## src/rtl/cla_pipe_addsub_if.sv

```systemverilog
// Operand/result handshake bundle for cla_pipe_addsub.
// Master drives operands and out_ready; slave (the adder) drives in_ready and results.
interface cla_pipe_addsub_if #(
    parameter int WIDTH = 16
);
    // Valid/ready: a beat moves on a rising edge where valid and ready are both
    // high; a producer keeps its payload stable while valid is high and unaccepted,
    // and ready may depend combinationally on the other end's state.
    logic             in_valid;
    logic             in_ready;
    logic [WIDTH-1:0] a;
    logic [WIDTH-1:0] b;
    logic             cin;
    logic             sub;
    logic             out_valid;
    logic             out_ready;
    logic [WIDTH-1:0] sum;
    logic             cout;
    logic             ov;
    logic             zero;

    modport master (
        output in_valid, a, b, cin, sub, out_ready,
        input  in_ready, out_valid, sum, cout, ov, zero
    );

    modport slave (
        input  in_valid, a, b, cin, sub, out_ready,
        output in_ready, out_valid, sum, cout, ov, zero
    );
endinterface

```

## src/rtl/cla_pipe_addsub.sv

```systemverilog
// Pipelined carry-lookahead adder/subtractor, one 4-bit group per stage, global stall.
// Define CLA_SAT_EN to saturate signed results on overflow in the last stage.
module cla_pipe_addsub #(
    parameter int WIDTH = 16
) (
    input logic              clk,
    input logic              rst_n,
    cla_pipe_addsub_if.slave bus
);
    localparam int NGRP = WIDTH / 4;
    localparam int NMID = NGRP - 1;

    generate
        if ((WIDTH % 4) != 0 || WIDTH < 8) begin : g_bad_width
            $error("cla_pipe_addsub: WIDTH must be a multiple of 4 and >= 8");
        end
    endgenerate

    // Full 4-bit lookahead: returns {c4, s[3:0]}.
    function automatic logic [4:0] cla4(input logic [3:0] x, input logic [3:0] y,
                                        input logic c0);
        logic [3:0] g;
        logic [3:0] p;
        logic       c1;
        logic       c2;
        logic       c3;
        logic       c4;
        g  = x & y;
        p  = x ^ y;
        c1 = g[0] | (p[0] & c0);
        c2 = g[1] | (p[1] & g[0]) | (p[1] & p[0] & c0);
        c3 = g[2] | (p[2] & g[1]) | (p[2] & p[1] & g[0]) | (p[2] & p[1] & p[0] & c0);
        c4 = g[3] | (p[3] & g[2]) | (p[3] & p[2] & g[1]) | (p[3] & p[2] & p[1] & g[0])
           | (p[3] & p[2] & p[1] & p[0] & c0);
        return {c4, p ^ {c3, c2, c1, c0}};
    endfunction

    logic             stall;
    logic [WIDTH-1:0] b_in;
    logic             c_in;
    logic [4:0]       grp;

    // Intermediate stages 0..NGRP-2: stage k has resolved groups 0..k.
    logic             v_q [NMID];
    logic             c_q [NMID];
    logic [WIDTH-1:0] a_q [NMID];
    logic [WIDTH-1:0] b_q [NMID];
    logic [WIDTH-1:0] s_q [NMID];

    logic             v_d [NMID];
    logic             c_d [NMID];
    logic [WIDTH-1:0] a_d [NMID];
    logic [WIDTH-1:0] b_d [NMID];
    logic [WIDTH-1:0] s_d [NMID];

    logic [4:0]       fin_grp;
    logic             fin_c3;
    logic             fin_ov;
    logic [WIDTH-1:0] fin_sum;

    logic             out_valid_q;
    logic [WIDTH-1:0] sum_q;
    logic             cout_q;
    logic             ov_q;
    logic             zero_q;

    assign stall = out_valid_q & ~bus.out_ready;

    always_comb begin
        b_in = bus.sub ? ~bus.b : bus.b;
        c_in = bus.sub | bus.cin;
        grp  = cla4(bus.a[3:0], b_in[3:0], c_in);

        v_d[0] = bus.in_valid;
        c_d[0] = grp[4];
        a_d[0] = bus.a;
        b_d[0] = b_in;
        s_d[0] = {{(WIDTH-4){1'b0}}, grp[3:0]};

        for (int k = 1; k < NMID; k++) begin
            grp    = cla4(a_q[k-1][4*k +: 4], b_q[k-1][4*k +: 4], c_q[k-1]);
            v_d[k] = v_q[k-1];
            c_d[k] = grp[4];
            a_d[k] = a_q[k-1];
            b_d[k] = b_q[k-1];
            s_d[k] = s_q[k-1];
            s_d[k][4*k +: 4] = grp[3:0];
        end
    end

    // Last group: carry into the MSB is recovered from s3 = a3 ^ b3 ^ c3.
    always_comb begin
        fin_grp = cla4(a_q[NMID-1][WIDTH-1 -: 4], b_q[NMID-1][WIDTH-1 -: 4], c_q[NMID-1]);
        fin_c3  = fin_grp[3] ^ a_q[NMID-1][WIDTH-1] ^ b_q[NMID-1][WIDTH-1];
        fin_ov  = fin_c3 ^ fin_grp[4];
        fin_sum = s_q[NMID-1];
        fin_sum[WIDTH-1 -: 4] = fin_grp[3:0];
`ifdef CLA_SAT_EN
        if (fin_ov) begin
            fin_sum = a_q[NMID-1][WIDTH-1] ? {1'b1, {(WIDTH-1){1'b0}}}
                                           : {1'b0, {(WIDTH-1){1'b1}}};
        end
`endif
    end

    always_ff @(posedge clk or negedge rst_n) begin
        if (!rst_n) begin
            for (int k = 0; k < NMID; k++) begin
                v_q[k] <= 1'b0;
                c_q[k] <= 1'b0;
                a_q[k] <= '0;
                b_q[k] <= '0;
                s_q[k] <= '0;
            end
            out_valid_q <= 1'b0;
            sum_q       <= '0;
            cout_q      <= 1'b0;
            ov_q        <= 1'b0;
            zero_q      <= 1'b0;
        end else if (!stall) begin
            for (int k = 0; k < NMID; k++) begin
                v_q[k] <= v_d[k];
                c_q[k] <= c_d[k];
                a_q[k] <= a_d[k];
                b_q[k] <= b_d[k];
                s_q[k] <= s_d[k];
            end
            out_valid_q <= v_q[NMID-1];
            // Result flops only load real beats, so bubbles leave the last result visible.
            if (v_q[NMID-1]) begin
                sum_q  <= fin_sum;
                cout_q <= fin_grp[4];
                ov_q   <= fin_ov;
                zero_q <= (fin_sum == '0);
            end
        end
    end

    assign bus.in_ready  = ~stall;
    assign bus.out_valid = out_valid_q;
    assign bus.sum       = sum_q;
    assign bus.cout      = cout_q;
    assign bus.ov        = ov_q;
    assign bus.zero      = zero_q;
endmodule

```

## src/flat_wrapper.sv

```systemverilog
// flat-port wrapper written by rule: the top's interface ports become plain ports
module cla_pipe_addsub_flat 
#(
    parameter int WIDTH = 16
)
  (clk, rst_n, bus_in_valid, bus_a, bus_b, bus_cin, bus_sub, bus_out_ready, bus_in_ready, bus_out_valid, bus_sum, bus_cout, bus_ov, bus_zero);
  cla_pipe_addsub_if #(.WIDTH(WIDTH)) bus_i ();
  input logic clk;
  input logic rst_n;
  input wire logic [$bits(bus_i.in_valid)-1:0] bus_in_valid;
  input wire logic [$bits(bus_i.a)-1:0] bus_a;
  input wire logic [$bits(bus_i.b)-1:0] bus_b;
  input wire logic [$bits(bus_i.cin)-1:0] bus_cin;
  input wire logic [$bits(bus_i.sub)-1:0] bus_sub;
  input wire logic [$bits(bus_i.out_ready)-1:0] bus_out_ready;
  output wire logic [$bits(bus_i.in_ready)-1:0] bus_in_ready;
  output wire logic [$bits(bus_i.out_valid)-1:0] bus_out_valid;
  output wire logic [$bits(bus_i.sum)-1:0] bus_sum;
  output wire logic [$bits(bus_i.cout)-1:0] bus_cout;
  output wire logic [$bits(bus_i.ov)-1:0] bus_ov;
  output wire logic [$bits(bus_i.zero)-1:0] bus_zero;
  assign bus_i.in_valid = bus_in_valid;
  assign bus_i.a = bus_a;
  assign bus_i.b = bus_b;
  assign bus_i.cin = bus_cin;
  assign bus_i.sub = bus_sub;
  assign bus_i.out_ready = bus_out_ready;
  assign bus_in_ready = bus_i.in_ready;
  assign bus_out_valid = bus_i.out_valid;
  assign bus_sum = bus_i.sum;
  assign bus_cout = bus_i.cout;
  assign bus_ov = bus_i.ov;
  assign bus_zero = bus_i.zero;
  cla_pipe_addsub #(.WIDTH(WIDTH)) u_core (.clk(clk), .rst_n(rst_n), .bus(bus_i));
endmodule
```

## config.mk

```make
export PLATFORM = sky130hd
export DESIGN_NAME = cla_pipe_addsub_flat
export DESIGN_NICKNAME = d
export VERILOG_FILES = /design/src/rtl/cla_pipe_addsub_if.sv /design/src/rtl/cla_pipe_addsub.sv /design/src/flat_wrapper.sv
export SDC_FILE = /design/constraint.sdc
export NUM_CORES = 1
export LEC_CHECK = 0
export CAP_MARGIN = 15
export CORE_AREA = 2 2 92 94
export DETAILED_ROUTE_END_ITERATION = 6
export DIE_AREA = 0 0 94 96
export GPL_ROUTABILITY_DRIVEN = 0
export HOLD_SLACK_MARGIN = 0.15
export PLACE_DENSITY_LB_ADDON = 0.25
export SYNTH_ARGS = -nofsm -noshare
export SYNTH_HDL_FRONTEND = slang
export SYNTH_SLANG_ARGS = --single-unit
export TNS_END_PERCENT = 100
```

## constraint.sdc

```tcl
create_clock -name clk -period 2.5 [get_ports clk]
set_clock_uncertainty 0.15 [all_clocks]
set_input_delay 0.5 -clock clk [delete_from_list [all_inputs] [get_ports clk]]
set_output_delay 0.5 -clock clk [all_outputs]
set_load 0.01 [all_outputs]
```

# Word level (Yosys, flattened, before mapping)
# Cells that the tools add are included.
[op_classes] mux=1 n_bitwise=124 n_reduce_logical=2
[op_table] op="$and 1x1->1" n=65
[op_table] op="$or 1x1->1" n=41
[op_table] op="$xor 4x4->4" n=8
[op_table] op="$and 4x4->4" n=4
[op_table] op="$logic_not 16->1" n=1
[op_table] op="$mux 16" n=1
[op_table] op="$not 16->16" n=1
[op_table] op="$xor 1x1->1" n=3
[op_table] op="$not 1->1" n=2
[op_table] op="$reduce_and 2->1" n=1
[totals] regBits=146 output_inout_bits=21 word_cells=147

# Logic depth before layout (Yosys ltp)
[depth] depth_word=9 depth_mapped=9

# Worst setup path after synthesis
# Ideal clock, no wire load.
[synth_timing] path_kind="input -> register" start="in bus_sub" end="reg u_core.c_q[2] (netlist bit)" arrival_ns=2.153 required_ns=2.226 setup_slack_ns=0.073 path_stages=9 n_path_buf=2 cell_sequence="buf_2 -> buf_2 -> xor2_1 -> ha_1 -> o21a_1 -> o21ai_1 -> a21boi_1 -> o21a_1 -> o31a_1"
[synth_between] elab_chain_cells=7 elab_cells_between_ends=15 classes_between="1 x mux; 14 x bitwise"
[synth_lines] item="from (decl)" line="flat_wrapper.sv:14" source="input wire logic [$bits(bus_i.sub)-1:0] bus_sub;"
[synth_lines] item="$mux 16" line="cla_pipe_addsub.sv:70" source="b_in = bus.sub ? ~bus.b : bus.b;"
[synth_lines] item="$xor 4x4->4 or $and 4x4->4 (tied branches)" line="cla_pipe_addsub.sv:29, cla_pipe_addsub.sv:28"
[synth_lines] item="$and 1x1->1, on equally long branches" line="cla_pipe_addsub.sv:33, cla_pipe_addsub.sv:34"
[synth_lines] item="$or 1x1->1, or another cell as far along (2 in series)" line="cla_pipe_addsub.sv:33" source="c4 = g[3] | (p[3] & g[2]) | (p[3] & p[2] & g[1]) | (p[3] & p[2] & p[1] & g[0])"
[synth_lines] item="$or 1x1->1 or $and 1x1->1 (tied branches)" line="cla_pipe_addsub.sv:33, cla_pipe_addsub.sv:34"
[synth_lines] item="$or 1x1->1 *" line="cla_pipe_addsub.sv:34" source="| (p[3] & p[2] & p[1] & p[0] & c0);"
[synth_lines] item="to (signal, indexed assignment)" line="cla_pipe_addsub.sv:123" source="c_q[k] <= c_d[k];"
[synth_lines] item="to (decl)" line="cla_pipe_addsub.sv:45" source="logic c_q [NMID];"
# Every way passes the cells marked *; elsewhere a longest branch is shown, timed or not.
# A chain may end at the register's enable or synchronous reset.

# Worst setup path after layout
[layout_timing] start="in bus_out_ready" end="out bus_in_ready"
[layout_between] elab_chain_cells=3
[layout_lines] item="from (decl)" line="flat_wrapper.sv:15" source="input wire logic [$bits(bus_i.out_ready)-1:0] bus_out_ready;"
[layout_lines] item="$not 1->1" line="cla_pipe_addsub.sv:67" source="assign stall = out_valid_q & ~bus.out_ready;"
[layout_lines] item="$and 1x1->1" line="cla_pipe_addsub.sv:67"
[layout_lines] item="$not 1->1" line="cla_pipe_addsub.sv:139" source="assign bus.in_ready = ~stall;"
[layout_lines] item="to (decl)" line="flat_wrapper.sv:16" source="output wire logic [$bits(bus_i.in_ready)-1:0] bus_in_ready;"
# No other way between the ends.

==> flow_summary.ini <==
[floorplan]
core-area_sq_mm = 0.008051
die_width_microns = 94
start_util = 0.5400
die_y_microns = 96
design.die.area_sq_mm = 0.009024
row_count = 33
pin_count = 59

[yosys]
synth-adder-area-share = 0.06446
yosysSeqAreaShare = 0.5640
syn_area_sq_mm = 0.004348
synth_cells = 441
yosysUniqueCellTypes = 37
yosys.area_share.simple = 0.1672
yosysWarnings = 0
synth-compound-area-share = 0.08403
ys_ff_latch = 98
synth_top_area_frac = 0.5640
synthMuxAreaShare = 0.03108
synth_top_family_by_area = simple AND/OR/NAND/NOR gates
yosys.area.top_type = dfrtp_1
synth_nets = 499
syn_area_per_cell_sq_um = 9.859
synthXorXnorAreaFrac = 0.05640
synthTopCellsByArea = dfrtp_1 56%, nand2_1 15%, ha_1 4.6%, xnor2_1 3.4%, mux2_2 3.1%

[clock_tree]
cts_setup_buffers = 0
cts_tree = built
worstSkewPairLatency_ns = 0.35
clock_sinks = 98
clk_pin_slew_worst_paths_ns = 0.09
cts_buffers = 9
ctsRootBufferMaster = clkbuf_8
clk_path_buf_depth = 2
cts_max_level = 3

[critical_path]
slowest_delay_ns = 0.55
start_kind = input port
cp_max_fo = 2
crit_chain = clkdlybuf4s50_1 -> nor2b_4 -> inv_2 -> clkdlybuf4s50_1
r2r_start = u_core.b_q[12]
crit_type = input port to output pin
crit_top_cell = clkdlybuf4s50_1
end_kind = output pin
rr_worst_depth = 6
cp_slowest_cell = clkdlybuf4s50_1
r2r_slack_ns = 0.31
r2r-end = u_core.bus.zero
cp.required_ns = 1.85
arrival_ns = 1.70

[timing]
fin_crit_ns = 2.350
finalSetupViolations = 0
fmax_mhz = 425.5
worst_slew_pin_slew_ns = 0.7605
fin_crit_sh = 0.9402
max-slew-margin-rel = 0.4930
finalHoldViolations = 0
slew_violations = 0
rsz0062_at_grt = false

[grt]
grt_max_degree = 83
grt_pass1_wl_microns = 13030
antenna_found_initial = 0
grt-ovfl-total = 0
grt_util_all_layers = 0.1857
grt_pass1_vias = 2894

[power]
p_per_area_mw_per_mm2 = 1184
intPower_w = 0.004006
p_clk_frac = 0.165
ir_drop_v = 0.0004821
pwr-share-seq = 0.428
pwr-share-comb = 0.407
p_leak_nw = 2.529
p_switching_w = 0.002243
swShare = 0.3589

[layout]
final_common_cell = nand2_1
syn2layout_area_growth_pct = 21.41
diodes = 0
finalNonFillerCells = 607
final_nets = 556
drive_above_1_share = 0.08167
final_core_util = 0.6556
mostFrequentLayoutCells = 168 x nand2_1, 98 x dfrtp_1, 57 x clkdlybuf4s50_1

[route]
avgViaCountPerCell = 4.952
ant_nets = 0
drcViolationCount = 0
drt_wl_total_microns = 7629
drtIter0Drc = 143
vias = 3006
routedWlPerCell_microns = 12.57
dr.pass1.iters = 4

[hold_path]
hold_path_class = flop to flop
min_path_cells = 2
min_from = u_core.a_d[29]
min_delay_worst_endpoint = u_core.a_d[29]

[placement]
port_buffers = 58
place_hpwl_microns = 5181
dp_cells = 591

[run]
maxCapViolations = 0

[outcome]
status = finished, final reports clean
==> state kept, by name, indices dropped and copies added (netlist names) <==
name / flops
u_core.bus.zero: 1
u_core.b_q: 4
u_core.bus.cout: 1
u_core.a_q: 4
u_core.bus.ov: 1
u_core.v_q: 1
u_core.b_d: 20
u_core.bus.sum: 16
u_core.a_d: 20
u_core.s_d: 12
u_core.v_d: 2
u_core.c_q: 3
u_core.bus.out_valid: 1
u_core.fin_sum: 12
==> critical path: cells and delay by family <==
kind,cells,cell delay (ns)
and+or+nand+nor,1,0.06
buffers and inverters,3,1.14
==> kinds of logic (layout without fill, tap and decap cells) <==
kind of cell,count (synthesis),in the layout
AO/OA/AOI/OAI,59,59
XOR/XNOR,28,28
adder cells (fa/ha/maj),20,20
buffers and inverters,37,98
flip-flops,98,98
multiplexers,12,12
AND/OR/NAND/NOR,187,187
==> metal layers <==
| metal | routed length (microns) | part of all wire | up-vias | global-route usage |
|---|---|---|---|---|
| met5 | 0 | 0 | - | 0 |
| met4 | 58 | 0.0076 | 0 | 0.06763 |
| met3 | 234 | 0.031 | 6 | 0.03211 |
| met2 | 3643 | 0.48 | 52 | 0.2976 |
| met1 | 3693 | 0.48 | 1421 | 0.2579 |
| li1 | - | - | 1527 | - |
==> how the worst max path moves through the flow <==
stage | endpoint | startpoint
floorplan | u_core.c_q[2] | bus_sub
global placement | u_core.c_q[2] | bus_sub
detailed placement | u_core.c_q[2] | bus_sub
CTS | bus_in_ready | bus_out_ready
global route | bus_in_ready | bus_out_ready
finish | bus_in_ready | bus_out_ready
==> area by class of cell <==
type / count / area, sq um
fill: 673 / 2773
sequential: 98 / 2452
multi-input combinational: 306 / 1760
timing repair buffer: 67 / 673.1
clock buffer: 10 / 137.6
tap: 105 / 131.4
clock inverter: 5 / 63.81
inverter: 16 / 60.06
==> what timing repair did <==
| action | 4_1_cts | 5_1_grt |
|---|---|---|
| hold buffers | 1 | 0 |
| resized for setup | 0 | 0 |
| hold endpoints to repair | 27 | 0 |
==> power groups by stage <==
stage | combinational [W] | clock (W) | sequential [W]
3_3_place_gp | 0.00245 | 0 | 0.00268
2_1_floorplan | 0.00169 | 0 | 0.00269
6_report | 0.00254 | 0.00103 | 0.00268
4_1_cts | 0.00257 | 0.00106 | 0.00268
5_1_grt | 0.00288 | 0.00112 | 0.00276
3_5_place_dp | 0.00255 | 0 | 0.00271
==> cells in the mapped netlist, drive strengths merged <==
cell and n:
a211o 1, a211oi 3, a21boi 1, a21o 2
a21oi 14, a32o 1, buf 5, clkbuf 16
clkinv 1, dfrtp 98, fa 4, ha 16
inv 15, mux2 12, nand2 168, nand2b 1
nand3 1, nand4b 1, nor2 10, nor2b 1
nor3 2, nor4 1, nor4b 1, o211a 1
o21a 3, o21ai 26, o21ba 1, o21bai 2
o31a 1, o31ai 3, or4 1, xnor2 17
xor2 11
==> metrics by stage <==
step | total power [W] | TNS [ns] | hold WS, ns | cell area [sq um] | setup WS [ns]
2_1_floorplan | 0.004374 | 0 | 0.05441 | 4348 | 0.07293
3_3_place_gp | 0.005131 | -0.01094 | 0.2880 | 5067 | -0.01094
3_5_place_dp | 0.005265 | -0.3087 | 0.2930 | 5067 | -0.1353
4_1_cts | 0.006309 | 0 | 0.3269 | 5279 | 0.1160
5_1_grt | 0.006765 | 0 | 0.3470 | 5279 | 0.1147
6_report | 0.006250 | 0 | 0.3249 | 5279 | 0.1496
No activity file was read; power rests on OpenSTA's default activity.
